File: config.mk
export PLATFORM = sky130hd
export DESIGN_NAME = wb_mem_arbiter
export DESIGN_NICKNAME = d
export VERILOG_FILES = /design/src/rtl/wb_mem_arbiter.sv
export SDC_FILE = /design/constraint.sdc
export NUM_CORES = 1
export LEC_CHECK = 0
export CAP_MARGIN = 20
export CORE_ASPECT_RATIO = 0.9
export CORE_MARGIN = 10
export CORE_UTILIZATION = 28
export DETAILED_ROUTE_END_ITERATION = 8
export PLACE_DENSITY = 0.93
export SYNTH_ARGS = -nofsm -noshare
export SYNTH_HDL_FRONTEND = slang
export SYNTH_SLANG_ARGS = --single-unit
File: constraint.sdc
create_clock -name clk -period 2.4 [get_ports clk]
set_input_delay 0.48 -clock clk [delete_from_list [all_inputs] [get_ports clk]]
set_output_delay 0.48 -clock clk [all_outputs]
set_load 0.01 [all_outputs]
File: src/rtl/wb_mem_arbiter.sv
// Two-master round-robin Wishbone arbiter in front of a single memory port.
// One transfer per grant; a DRAIN cycle absorbs the memory's trailing ack.
module wb_mem_arbiter #(
    parameter int unsigned DATA_WIDTH = 32,
    parameter int unsigned ADDR_WIDTH = 14,
    parameter int unsigned TIMEOUT    = 15
) (
    input  logic                  clk,
    input  logic                  rst_n,
    // master 0
    input  logic [ADDR_WIDTH-1:0] m0_adr_i,
    input  logic [DATA_WIDTH-1:0] m0_dat_i,
    input  logic                  m0_we_i,
    input  logic                  m0_stb_i,
    input  logic                  m0_cyc_i,
    output logic [DATA_WIDTH-1:0] m0_dat_o,
    output logic                  m0_ack_o,
    output logic                  m0_err_o,
    // master 1
    input  logic [ADDR_WIDTH-1:0] m1_adr_i,
    input  logic [DATA_WIDTH-1:0] m1_dat_i,
    input  logic                  m1_we_i,
    input  logic                  m1_stb_i,
    input  logic                  m1_cyc_i,
    output logic [DATA_WIDTH-1:0] m1_dat_o,
    output logic                  m1_ack_o,
    output logic                  m1_err_o,
    // memory side
    output logic [ADDR_WIDTH-1:0] s_adr_o,
    output logic [DATA_WIDTH-1:0] s_dat_o,
    output logic                  s_we_o,
    output logic                  s_stb_o,
    output logic                  s_cyc_o,
    input  logic [DATA_WIDTH-1:0] s_dat_i,
    input  logic                  s_ack_i,
    output logic [1:0]            gnt_o
);

    typedef enum logic [1:0] {StIdle, StBusy, StDrain} state_e;

    localparam logic [7:0] TimeoutCnt = 8'(TIMEOUT);

    state_e     state_q, state_d;
    logic [1:0] gnt_q, gnt_d;
    logic       last_q, last_d;   // index of the master served most recently
    logic [7:0] cnt_q, cnt_d;

    logic req0, req1, g_req, sel1;

    assign req0  = m0_cyc_i & m0_stb_i;
    assign req1  = m1_cyc_i & m1_stb_i;
    assign g_req = gnt_q[1] ? req1 : req0;
    assign gnt_o = gnt_q;

    always_ff @(posedge clk or negedge rst_n) begin
        if (!rst_n) begin
            state_q <= StIdle;
            gnt_q   <= 2'b00;
            last_q  <= 1'b1;
            cnt_q   <= 8'd0;
        end else begin
            state_q <= state_d;
            gnt_q   <= gnt_d;
            last_q  <= last_d;
            cnt_q   <= cnt_d;
        end
    end

    always_comb begin
        state_d  = state_q;
        gnt_d    = gnt_q;
        last_d   = last_q;
        cnt_d    = cnt_q;
        sel1     = 1'b0;
        s_adr_o  = '0;
        s_dat_o  = '0;
        s_we_o   = 1'b0;
        s_stb_o  = 1'b0;
        s_cyc_o  = 1'b0;
        m0_dat_o = '0;
        m1_dat_o = '0;
        m0_ack_o = 1'b0;
        m1_ack_o = 1'b0;
        m0_err_o = 1'b0;
        m1_err_o = 1'b0;

        unique case (state_q)
            StIdle: begin
                if (req0 || req1) begin
                    // On a tie the master not served last wins
                    sel1    = (req0 && req1) ? ~last_q : req1;
                    gnt_d   = sel1 ? 2'b10 : 2'b01;
                    cnt_d   = 8'd0;
                    state_d = StBusy;
                end
            end

            StBusy: begin
                s_adr_o = gnt_q[1] ? m1_adr_i : m0_adr_i;
                s_dat_o = gnt_q[1] ? m1_dat_i : m0_dat_i;
                s_we_o  = gnt_q[1] ? m1_we_i  : m0_we_i;
                s_cyc_o = g_req;
                s_stb_o = g_req;
                if (gnt_q[1]) m1_dat_o = s_dat_i;
                else          m0_dat_o = s_dat_i;

                if (!g_req) begin
                    // Master abandoned the cycle: forward nothing
                    last_d  = gnt_q[1];
                    gnt_d   = 2'b00;
                    state_d = StDrain;
                end else if (s_ack_i) begin
                    m0_ack_o = gnt_q[0];
                    m1_ack_o = gnt_q[1];
                    last_d   = gnt_q[1];
                    gnt_d    = 2'b00;
                    state_d  = StDrain;
                end else if (cnt_q == TimeoutCnt) begin
                    m0_err_o = gnt_q[0];
                    m1_err_o = gnt_q[1];
                    last_d   = gnt_q[1];
                    gnt_d    = 2'b00;
                    state_d  = StDrain;
                end else begin
                    cnt_d = cnt_q + 8'd1;
                end
            end

            StDrain: begin
                state_d = StIdle;
            end

            default: begin
                state_d = StIdle;
                gnt_d   = 2'b00;
            end
        endcase
    end

endmodule

==> Word level (Yosys, flattened, before mapping) <==
Cells that the tools add are included.
{ "totals": {"regBits": 13, "inputBits": 133, "out_inout_bits": 119, "word_cells": 72} }
{ "op_classes": {"addsub": 1, "eq_ne": 9, "n_mux": 46, "n_bitwise": 4, "n_reduce_logical": 8} }
{ "ops": {"columns": ["op", "n"], "rows": [
  ["2-to-1 mux 32 bit", 6],
  ["2-to-1 mux 8 bit", 4],
  ["2-to-1 mux 14 bit", 2],
  ["2-to-1 mux 1 bit", 22],
  ["2-to-1 mux 2 bit", 9],
  ["case mux 8 bit (2 select lines)", 1],
  ["adder 8 x 1 -> 8 bit (second input constant)", 1],
  ["equality test 8 x 4 -> 1 bit (second input constant)", 1],
  ["!= test 2 bit (second input constant)", 4],
  ["case mux 2 bit (3 select lines)", 1],
  ["AND reduction 5 bit", 1],
  ["!= test 4 bit (second input constant)", 1],
  ["case mux 2 bit (2 select lines)", 1],
  ["AND reduction 2 bit", 2],
  ["!= test 3 x 2 -> 1 bit (second input constant)", 1],
  ["AND reduction 3 bit", 1],
  ["AND 1 bit", 2],
  ["equality test 2 x 1 -> 1 bit (second input constant)", 1],
  ["equality test 2 bit (second input constant)", 1],
  ["logical NOT 2 bit", 1],
  ["inverter 1 bit", 2],
  ["nonzero test 2 bit", 1],
  ["logical AND 1 bit", 1],
  ["logical OR 1 bit", 1]
]} }

==> Depth between registers and ports, before layout <==
{ "logic_depth": {"word_depth": 6, "ltp_mapped": 5, "mapped_depth_nobuf": 5} }

==> Least setup slack after synthesis <==
No wires, ideal clock.
{ "synth_path": {"kind": "flip-flop to output port", "from": "register cnt_q[4]", "to": "output m1_err_o", "t_arrival_ps": 1317, "required_time_ps": 1920, "slack_ps": 603, "path_stages_with_launch": 4, "n_path_buf": 0, "cell_sequence": "dfrtp_1 nor4_1 nand2_1 nor4_1"} }
{ "synth_via": {"elab_chain_cells": 5} }
{ "synth_rtl": {"columns": ["item", "line_no", "rtl"], "rows": [
  ["start, declared", "46", "logic [7:0] cnt_q, cnt_d;"],
  ["start signal, assigned", "65", "cnt_q <= cnt_d;"],
  ["equality test 8 x 4 -> 1 bit", "118", "end else if (cnt_q == TimeoutCnt) begin"],
  ["2-to-1 mux 1 bit", "118", null],
  ["2-to-1 mux 1 bit", "112", "end else if (s_ack_i) begin"],
  ["2-to-1 mux 1 bit", "107", "if (!g_req) begin"],
  ["2-to-1 mux 1 bit", "87", "unique case (state_q)"],
  ["end, declared", "27", "output logic m1_err_o,"]
]} }
No other way between the ends.

==> Worst setup path after layout <==
{ "layout_path": {"from": "register state_q[1]", "to": "output m0_dat_o[10]"} }
{ "layout_via": {"elab_chain_cells": 2} }
{ "layout_rtl": {"columns": ["item", "line_no", "rtl"], "rows": [
  ["start, declared", "43", "state_e state_q, state_d;"],
  ["start signal, assigned", "57", "state_q <= StIdle;"],
  ["start signal, assigned", "62", "state_q <= state_d;"],
  ["equality test 2 x 1 -> 1 bit", "87", null],
  ["2-to-1 mux 32 bit", "87", null],
  ["end, declared", "16", "output logic [DATA_WIDTH-1:0] m0_dat_o,"]
]} }
No other way between the ends.

==> results.yml <==
final_layout:
  drive_gt1_share_pct: 6.53
  most-common-layout-cells: "207 x clkdlybuf4s50_1, 53 x mux2i_1, 52 x nor2_1, 35 x and3_1, 33 x and2_1"
  fin_area_sq_mm: 0.00474
  area_growth_pct: 146
  fillers: 486
  n_antenna_cell: 0
  nets: 640
  final_common_cell: "clkdlybuf4s50_1"
job:
  maxCapViolations: 0
worst_setup_path:
  crit_path_max_fanout: 32
  crit_type: "flop to output pin"
  arrival_ns: 1.90
  cp.required_ns: 1.92
  start_kind: "flop"
  reg2reg_from: "state_q[0]$_DFFE_PN0P_"
  crit_start: "state_q[1]$_DFFE_PN0P_"
  end_kind: "output pin"
drt:
  drt-wirelength-per-cell_um: 19.3
  vias_per_cell: 4.82
  wirelength_um: 11500
  drc: 0
  drtPass1Iterations: 4
  ant_nets: 0
  num_vias: 2869
  drt_iter0_drc: 84
sta:
  setup_viol: 0
  setup_tns_ns: 0
  finalHoldViolations: 0
  fmax_ghz: 0.420
  min_period_ns: 2.38
  slew_violations: 0
  setup_slack_ns: 0.0217
  rsz0062_at_grt: "true"
  post-route-period-util_pct: 99.1
  skew_ns: 0.00170
  tightest_slew_ns: 0.600
  relSlewSlack_pct: 59.9
grt:
  grt_usage_pct: 19.8
  first_global_vias: 3035
  grt-ovfl-total: 0
  grt_start_max_net_pins: 47
  antenna_found_initial: 0
  grt_pass1_wl_um: 16800
placed_design:
  gp_congestion: 0.824
  port_buffers: 251
  place_area_sq_mm: 0.00460
  hpwl_um: 10000
  place_ws_ns: -0.250
clock_network:
  cts-root-buf: "clkbuf_8"
  cts_hold_buf: 0
  cts_tree: "built"
  htreeDepth: 1
  clock-sinks: 13
  path_clk_slew_ns: 0.05
  post_cts_buffers: 0
  cts_resized: 22
  clockBufferDepth: 2
  worstSkewPairLatency_ns: 0.24
  cts_inserted_buffers: 3
synthesis:
  synth_cell_types: 38
  synth_adder_area_share_pct: 0.651
  synth_top_family_by_area: "simple AND/OR/NAND/NOR gates"
  netlist.area_leader.share_pct: 28.1
  synth_area_leaders: "mux2i_1 28%, dfrtp_1 16%, and3_1 11%"
  synth_mux_area_share_pct: 28.1
  synth_nets: 394
  ys_seq_area_share_pct: 17.0
  syn_inst: 260
  yosys.area.top_type: "mux2i_1"
  yosys_warnings: 0
  synth_area_per_cell_sq_um: 7.40
  synth-compound-area-share_pct: 5.07
  synth_xor_xnor_area_share_pct: 0
  synthSimpleGateAreaFrac_pct: 43.3
  synth_area_sq_mm: 0.00192
  synth_seq_cells: 13
pwr:
  ir_drop_mv: 0.341
  cellPowerDensity_mw_per_mm2: 517
  power_mw: 2.45
  p_leak_nw: 2.47
die:
  die_y_um: 98.6
  core_area_sq_mm: 0.00662
  num_rows: 28
  start_util_pct: 29.0
  dieArea_sq_mm: 0.0106
  io_pins: 252
  die_w_um: 107
min_path:
  hold_class: "flop to flop"
  worstHoldStart: "cnt_q[2]$_DFFE_PN0P_"
run_status:
  status: "finished, final reports clean"
## path summary, 6_finish.rpt
check                                            end  slack [ns]  cells past startpoint
worst max-delay path                    m0_dat_o[10]        0.02                      5
worst min-delay path            cnt_q[2]$_DFFE_PN0P_        0.50                      1
worst max register to register  cnt_q[6]$_DFFE_PN0P_        0.72                      6
worst min register to register  cnt_q[2]$_DFFE_PN0P_        0.50                      1
max in group asynchronous       gnt_o[1]$_DFFE_PN0P_        1.34                      1
min in group asynchronous       cnt_q[5]$_DFFE_PN0P_        0.62                      1
## critical path, stage by stage (launching register included)
cell	delay (ns)
dfrtp_2	0.44
nand2b_2	0.25
nor2_4	0.12
buf_12	0.16
and2_1	0.13
clkdlybuf4s50_1	0.54
## sequential cells by signal, summed over array words and instances (netlist names)
register and count:
cnt_q 8, gnt_o 2, state_q 2, last_q 1
## layout make-up
type | instances | area, sq um | area share, %
timing repair buffer | 265 | 2730 | 57.7
multi-input combinational | 222 | 1510 | 31.9
sequential | 13 | 332 | 7.00
tap | 90 | 113 | 2.38
clock buffer | 4 | 45.0 | 0.951
inverter | 1 | 3.75 | 0.0792
## Yosys cell counts
| master | count |
|---|---|
| a21oi_1 | 2 |
| a311oi_1 | 1 |
| and2_1 | 33 |
| nand3_4 | 1 |
| ha_1 | 1 |
| o311ai_0 | 1 |
| clkbuf_2 | 1 |
| nor4b_2 | 1 |
| dfrtp_1 | 12 |
| o41ai_1 | 1 |
| clkbuf_4 | 1 |
| inv_1 | 1 |
| nor2_1 | 53 |
| buf_1 | 1 |
| a21oi_4 | 1 |
| o211ai_1 | 1 |
| dfstp_2 | 1 |
| o31ai_1 | 1 |
| nand3_1 | 7 |
| o21a_1 | 1 |
| nor3_1 | 2 |
| mux2i_1 | 54 |
| a21oi_2 | 1 |
| nand3b_1 | 1 |
| buf_4 | 1 |
| nand2_2 | 1 |
| o21ai_0 | 1 |
| nor4_2 | 1 |
| and3_1 | 35 |
| nand4_1 | 1 |
| a211o_1 | 1 |
| buf_2 | 9 |
| nand2_1 | 14 |
| nand2b_1 | 1 |
| nor4_1 | 2 |
| nand3b_4 | 1 |
| clkbuf_1 | 11 |
| nor2b_1 | 1 |
## through the flow
| stage | std cells | utilization [%] | hold WS [ns] |
|---|---|---|---|
| 2_1_floorplan | 260 | - | 0.184 |
| 3_3_place_gp | 591 | 69.5 | 0.470 |
| 3_5_place_dp | 591 | 69.5 | 0.484 |
| 4_1_cts | 595 | 70.1 | 0.497 |
| 5_1_grt | 595 | 71.5 | 0.537 |
| 6_report | 595 | 71.5 | 0.499 |
## where the power goes
part           leakage, nW  switching (mW)  internal, mW  total (mW)
logic                 2.27           0.867          1.06        1.93
clock network       0.0228          0.0768         0.117       0.194
registers            0.171          0.0654         0.264       0.330
total                 2.47            1.01          1.44        2.45
## metal layers
metal	share of wire, %	global-route usage, %
met5	0	0
met4	2.6	5.54
met3	11	7.88
met2	52	37.0
met1	35	19.6
## kinds of logic after synthesis
group                      count (synthesis)
muxes                                     54
AOI/OAI and AO/OA                         12
and+or+nand+nor                          155
DFF                                       13
adders and majority gates                  1
buffers and inverters                     25
(Power assumes the default switching activity.)
